--- src/rtl/insn_fetch_pkg.sv ---
// Shared types for the instruction fetch cache.
// Holds the FSM state encoding (LOOKUP=0, FILL=1) and the word width.
package insn_fetch_pkg;

  localparam int unsigned WordW = 32;

  typedef enum logic [0:0] {
    StLookup = 1'b0,
    StFill   = 1'b1
  } fetch_state_e;

endpackage

--- src/rtl/insn_fetch_if.sv ---
// Core-side fetch port and memory-side refill port of the instruction fetch cache.
// The master modport is the cache; the slave modport is the core/memory environment.
interface insn_fetch_if;

  logic [31:0] i_addr;
  logic [31:0] i_data;
  logic        i_valid;
  logic        flush;
  logic        m_req;
  logic [31:0] m_addr;
  logic        m_ack;
  logic [31:0] m_data;

  modport master (
    input  i_addr, flush, m_ack, m_data,
    output i_data, i_valid, m_req, m_addr
  );

  modport slave (
    output i_addr, flush, m_ack, m_data,
    input  i_data, i_valid, m_req, m_addr
  );

endinterface

--- src/rtl/icache_store.sv ---
// Direct-mapped line storage: data, tag and valid arrays.
// It has one combinational read port, one write port and a clear-all for the valid bits.
module icache_store #(
  parameter int unsigned INDEX_BITS = 4,
  parameter int unsigned TAG_BITS   = 28
) (
  input  logic                  clk,
  input  logic                  clear_all,
  input  logic [INDEX_BITS-1:0] rd_index,
  output logic [31:0]           rd_data,
  output logic [TAG_BITS-1:0]   rd_tag,
  output logic                  rd_valid,
  input  logic                  wr_en,
  input  logic [INDEX_BITS-1:0] wr_index,
  input  logic [TAG_BITS-1:0]   wr_tag,
  input  logic [31:0]           wr_data,
  input  logic                  wr_valid
);

  localparam int unsigned Lines = 2 ** INDEX_BITS;

  logic [31:0]         data_q  [Lines];
  logic [TAG_BITS-1:0] tag_q   [Lines];
  logic [Lines-1:0]    valid_q;

  always_ff @(posedge clk) begin
    if (wr_en) begin
      data_q[wr_index] <= wr_data;
      tag_q[wr_index]  <= wr_tag;
    end
  end

  // A write in the same cycle as clear_all always carries wr_valid=0, so ordering is harmless.
  always_ff @(posedge clk) begin
    if (clear_all) valid_q <= '0;
    if (wr_en) valid_q[wr_index] <= wr_valid;
  end

  assign rd_data  = data_q[rd_index];
  assign rd_tag   = tag_q[rd_index];
  assign rd_valid = valid_q[rd_index];

endmodule

--- src/rtl/insn_fetch.sv ---
// Direct-mapped instruction fetch cache with a LOOKUP/FILL refill FSM.
// Define INSN_FETCH_STATS_EN to add the hit_count/miss_count outputs.
module insn_fetch
  import insn_fetch_pkg::*;
#(
  parameter int unsigned INDEX_BITS        = 4,
  parameter int unsigned RESET_INDEX_CLEAR = 1
) (
  input  logic         clk,
  input  logic         reset,
  insn_fetch_if.master bus
`ifdef INSN_FETCH_STATS_EN
  ,
  output logic [31:0]  hit_count,
  output logic [31:0]  miss_count
`endif
);

  localparam int unsigned TagBits = WordW - INDEX_BITS;

  fetch_state_e        state_q, state_d;
  logic [31:0]         m_addr_q, m_addr_d;
  logic                flush_pend_q, flush_pend_d;
  logic [31:0]         rd_data;
  logic [TagBits-1:0]  rd_tag;
  logic                rd_valid;
  logic                hit;
  logic                i_valid;
  logic                wr_en;
  logic                wr_valid;
  logic                clear_all;

  assign hit = (state_q == StLookup) && rd_valid && (rd_tag == bus.i_addr[31:INDEX_BITS]);
  assign clear_all = bus.flush || (reset && (RESET_INDEX_CLEAR != 0));

  icache_store #(
    .INDEX_BITS (INDEX_BITS),
    .TAG_BITS   (TagBits)
  ) u_store (
    .clk       (clk),
    .clear_all (clear_all),
    .rd_index  (bus.i_addr[INDEX_BITS-1:0]),
    .rd_data   (rd_data),
    .rd_tag    (rd_tag),
    .rd_valid  (rd_valid),
    .wr_en     (wr_en),
    .wr_index  (m_addr_q[INDEX_BITS-1:0]),
    .wr_tag    (m_addr_q[31:INDEX_BITS]),
    .wr_data   (bus.m_data),
    .wr_valid  (wr_valid)
  );

  always_ff @(posedge clk) begin
    state_q      <= state_d;
    m_addr_q     <= m_addr_d;
    flush_pend_q <= flush_pend_d;
  end

  always_comb begin
    state_d      = state_q;
    m_addr_d     = m_addr_q;
    flush_pend_d = flush_pend_q;
    wr_en        = 1'b0;
    wr_valid     = 1'b0;
    i_valid      = 1'b0;
    if (reset) begin
      state_d      = StLookup;
      m_addr_d     = '0;
      flush_pend_d = 1'b0;
    end else begin
      unique case (state_q)
        StLookup: begin
          i_valid = hit && !bus.flush;
          if (!bus.flush && !hit) begin
            state_d      = StFill;
            m_addr_d     = bus.i_addr;
            flush_pend_d = 1'b0;
          end
        end
        StFill: begin
          // A flush anywhere in the fill means the returning line is stale.
          if (bus.flush) flush_pend_d = 1'b1;
          if (bus.m_ack) begin
            wr_en        = 1'b1;
            wr_valid     = !(bus.flush || flush_pend_q);
            state_d      = StLookup;
            flush_pend_d = 1'b0;
          end
        end
        default: state_d = StLookup;
      endcase
    end
  end

  assign bus.i_valid = i_valid;
  assign bus.i_data  = rd_data;
  assign bus.m_req   = (state_q == StFill) && !reset;
  assign bus.m_addr  = reset ? '0 : m_addr_q;

`ifdef INSN_FETCH_STATS_EN
  always_ff @(posedge clk) begin
    if (reset) begin
      hit_count  <= '0;
      miss_count <= '0;
    end else begin
      if (i_valid) hit_count <= hit_count + 32'd1;
      if ((state_q == StLookup) && (state_d == StFill)) miss_count <= miss_count + 32'd1;
    end
  end
`endif

endmodule

--- src/flat_wrapper.sv ---
// flat-port wrapper written by rule: the top's interface ports become plain ports
module insn_fetch_flat import insn_fetch_pkg::*;
#(
  parameter int unsigned INDEX_BITS        = 4,
  parameter int unsigned RESET_INDEX_CLEAR = 1
)
  (clk, reset, bus_i_addr, bus_flush, bus_m_ack, bus_m_data, bus_i_data, bus_i_valid, bus_m_req, bus_m_addr);
  insn_fetch_if bus_i ();
  input  logic clk;
  input  logic reset;
  input wire logic [$bits(bus_i.i_addr)-1:0] bus_i_addr;
  input wire logic [$bits(bus_i.flush)-1:0] bus_flush;
  input wire logic [$bits(bus_i.m_ack)-1:0] bus_m_ack;
  input wire logic [$bits(bus_i.m_data)-1:0] bus_m_data;
  output wire logic [$bits(bus_i.i_data)-1:0] bus_i_data;
  output wire logic [$bits(bus_i.i_valid)-1:0] bus_i_valid;
  output wire logic [$bits(bus_i.m_req)-1:0] bus_m_req;
  output wire logic [$bits(bus_i.m_addr)-1:0] bus_m_addr;
  assign bus_i.i_addr = bus_i_addr;
  assign bus_i.flush = bus_flush;
  assign bus_i.m_ack = bus_m_ack;
  assign bus_i.m_data = bus_m_data;
  assign bus_i_data = bus_i.i_data;
  assign bus_i_valid = bus_i.i_valid;
  assign bus_m_req = bus_i.m_req;
  assign bus_m_addr = bus_i.m_addr;
  insn_fetch #(.INDEX_BITS(INDEX_BITS), .RESET_INDEX_CLEAR(RESET_INDEX_CLEAR)) u_core (.clk(clk), .reset(reset), .bus(bus_i));
endmodule
--- config.mk ---
export PLATFORM = sky130hd
export DESIGN_NAME = insn_fetch_flat
export DESIGN_NICKNAME = d
export VERILOG_FILES = /design/src/rtl/insn_fetch_pkg.sv /design/src/rtl/insn_fetch_if.sv /design/src/rtl/icache_store.sv /design/src/rtl/insn_fetch.sv /design/src/flat_wrapper.sv
export SDC_FILE = /design/constraint.sdc
export NUM_CORES = 1
export LEC_CHECK = 0
export ABC_AREA = 1
export CELL_PAD_IN_SITES_DETAIL_PLACEMENT = 0
export CELL_PAD_IN_SITES_GLOBAL_PLACEMENT = 2
export CORE_MARGIN = 2
export CORE_UTILIZATION = 38
export DETAILED_ROUTE_END_ITERATION = 7
export PLACE_DENSITY = 0.72
export SLEW_MARGIN = 15
export SYNTH_ARGS = -nofsm -noshare
export SYNTH_HDL_FRONTEND = slang
export SYNTH_SLANG_ARGS = --single-unit
--- constraint.sdc ---
create_clock -name clk -period 5.6 [get_ports clk]
set_input_delay 1.12 -clock clk [delete_from_list [all_inputs] [get_ports clk]]
set_output_delay 1.12 -clock clk [all_outputs]
set_load 0.01 [all_outputs]
==> impl_results.md <==
- Status: finished clean
- Clock slew at reported path FFs: 0.07 ns
- Part of the Yosys area used for sequential elements: 72.5%
- Max IR drop VDD: 262 uV
- CTS tree: built
- Final count of hold timing violations: 0
- Worst r2r path cells: 7
- Num CTS Buffers: 108
- Post-Place Cells: 4911
- FF+latch area: 29800 sq um
- Starting DRT DRC Count: 2332
- Final GP Congestion: 0.796
- Slowest Stage Delay on Critical Path: 0.69 ns
- Number of synthesized flops with an enable pin: 960
- Worst path slowest cell: clkdlybuf4s50_1
- Remaining global-route overflow: 0
- Synth Flop Type: edfxtp_1
- CTS sink cnt: 1010
- Final setup fails: 0
- Post-Synthesis Cells: 3489
- Final ANT Viol Nets: 0
- WL/cell: 23.8 um
- Util after Layout: 44.7%
- Die footprint: 111000 sq um
- Final Cell Area: 48000 sq um
- Final min period: 5.24 ns
- Hold_ws: 0.462 ns
- Crit path DAT: 4.12 ns
- CP startpoint kind: input pin
- Placed Area: 44500 sq um
- Die height: 333 um
- Crit path from: bus_i_addr[1]
- Yosys reg bits: 1010
- DRT Wirelength: 122000 um
- CP Data Required Time: 4.48 ns
- Final non-filler cell total: 5114
- Slew @ Worst Pin: 1.13 ns
- Hold Path Stages: 2
- Final Max Slew Viols: 0
- CTS H-tree depth: 3
- Overall Power: 16400 uW
- Leak Pwr: 0.0168 uW
- Area occupied by multi-input gates: 9500 sq um
- FP Rows: 120
- Min-Delay Path Class: reg2reg
- Post-route clock skew: 0.0406 ns
- Reg2reg end: u_core.u_store.tag_q[0][11]$_DFFE_PP_
- Met3 Use GR: 3.82%
- Root Buffer: clkbuf_16
- Ys async rst share: 0%
- GRT Total Usage: 21.7%
- Max-slew headroom: 24.4%
- Setup crit end: bus_i_valid
- Number of antenna violations at the first check in global routing: 4
- F_max: 0.191 GHz
- HPWL Detailed: 65000 um
- M1 GR Usage: 30.4%
- R2r startpoint: u_core.state_q$_SDFF_PP0_
- WP depth: 17
- Largest net degree at the start of global routing: 95
- Vias: 26900
- Mapped Nets: 3557
- Total number of yosys warnings: 0
- Nets: 3686
- # port buffers: 133
- Core Box Area: 107000 sq um
- Initial Utilization: 38.4%
- Tcrit/Tclk final: 93.6%
- Layout cell share with drive strength beyond 1: 7.73%
- Clk buf depth: 3
- Post-synth cell types: 27
- First-pass GRT wire length: 178000 um
- Met2 usage: 34.4%
- Setup crit end kind: output pin
- Worst reg2reg setup slack: 2.27 ns
- Crit-path cells: clkbuf_8 -> inv_8 -> buf_4 -> buf_4 -> nor2_1 -> o21ai_0 -> nand3_1 -> nand3_1 -> nand2_1 -> nand2_1 -> nand4_1 -> nor2_1 -> nand2_1 -> nor2_1 -> nand2_1 -> nor2_1 -> clkdlybuf4s50_1
- Max-Cap Viols: 0
- GRT busiest layer: met2
- DIE WIDTH: 333 um
- DR pass1 iterations: 5
- Avg Cell Area, Syn: 11.8 sq um
- Vias in the first global route: 25800
- Layout fillers: 10000
- Main area contributors after synthesis: edfxtp_1, nand2_1, nand3_1
- Crit Path Class: in2out
- Area Overhead vs Synth: 16.5%
- Post-CTS setup buffer count: 0
- Cts hold-fix bufs: 0
- CP max FO: 36
- WP buf/inv: 5
- Post-route DRC: 0
- Leading area contributor after synthesis: edfxtp_1
- CP delay by family, top: buffers and inverters
- I/O pin total: 134
- Vias/cell: 5.25
- Clock insertion delay at the later pin of the skew report: 0.70 ns
- Synth Cell Area: 41200 sq um
- Antenna cells: 0
- Pwr/cell area: 343 nW/um^2
- RSZ-0062 raised after global routing: no
- Synth top area share: 70.0%
- PostCTS Resize Cnt: 0
registers in the layout, indices dropped and copies added, names as in the netlist:
| register | cells |
|---|---|
| u_core.flush_pend_q | 1 |
| u_core.m_addr_q | 32 |
| u_core.state_q | 1 |
| u_core.u_store.data_q | 512 |
| u_core.u_store.tag_q | 448 |
| u_core.u_store.valid_q | 16 |
how the worst min path moves through the flow:
stage	startpoint	to	slack (ns)
floorplan	u_core.u_store.valid_q[12]$_DFF_P_	u_core.u_store.valid_q[12]$_DFF_P_	0.44
global placement	u_core.u_store.valid_q[6]$_DFF_P_	u_core.u_store.valid_q[6]$_DFF_P_	0.45
detailed placement	u_core.u_store.valid_q[6]$_DFF_P_	u_core.u_store.valid_q[6]$_DFF_P_	0.45
CTS	u_core.u_store.valid_q[6]$_DFF_P_	u_core.u_store.valid_q[6]$_DFF_P_	0.46
global route	u_core.u_store.valid_q[4]$_DFF_P_	u_core.u_store.valid_q[4]$_DFF_P_	0.47
finish	u_core.u_store.valid_q[6]$_DFF_P_	u_core.u_store.valid_q[6]$_DFF_P_	0.46
area by class of cell:
cell class	count	area share, %
sequential	1010	62.2
clock buffer	152	6.28
clock inverter	51	1.03
tap	1403	3.66
multi-input combinational	2021	19.8
inverter	237	1.91
timing repair buffer	240	5.14
worst register-to-register path, stage by stage, from the launching register on:
cell	delay, ns
dfxtp_1	0.58
inv_1	0.13
nor2_1	0.31
nand2_1	0.29
inv_1	0.17
nand3_1	0.34
nor2_4	0.83
buf_4	0.36
cell usage after synthesis, types with 44 or more instances:
master and count:
a21oi_1 44, inv_1 233, buf_2 60, o21ai_0 311
clkbuf_1 119, nand3_1 335, o221ai_1 87, o211ai_1 73
nand2_1 641, edfxtp_1 960, dfxtp_1 50, nor2_1 443
stage by stage:
| stage | TNS, ns | setup WS [ns] |
|---|---|---|
| after global routing | 0 | 0.100 |
| after floorplan | -155.87 | -0.640 |
| after detailed placement | 0 | 0.386 |
| after CTS | 0 | 0.363 |
| after global placement | 0 | 0.351 |
| final | 0 | 0.357 |
power by group:
| part | switching, uW | leakage, uW | internal [uW] |
|---|---|---|---|
| registers | 68.0 | 0.00883 | 8300 |
| logic | 700 | 0.00622 | 342 |
| clock network | 2960 | 0.00170 | 4070 |
| total | 3730 | 0.0168 | 12700 |
logic make-up after synthesis:
logic type      after synthesis  share of synthesized area (%)
buf+inv                     458                           4.76
simple gates               1435                           14.2
compound gates              586                           8.57
flops                      1010                           72.5
layer usage:
metal  routed length [um]  part of all wire (%)
met5                   42                 0.035
met4                 3520                   2.9
met3                 6480                   5.3
met2                56300                    46
met1                55200                    45
placed cells by master (no fill, tap or decap), types with 50 or more instances in the layout:
| cell | n |
|---|---|
| nand3_1 | 335 |
| buf_4 | 83 |
| edfxtp_1 | 960 |
| nor2_1 | 430 |
| inv_1 | 231 |
| clkbuf_16 | 110 |
| nand2_1 | 641 |
| clkdlybuf4s50_1 | 128 |
| o21ai_0 | 311 |
| o211ai_1 | 73 |
| dfxtp_1 | 50 |
| o221ai_1 | 87 |
Note: power is estimated with default switching activity, not from simulation.
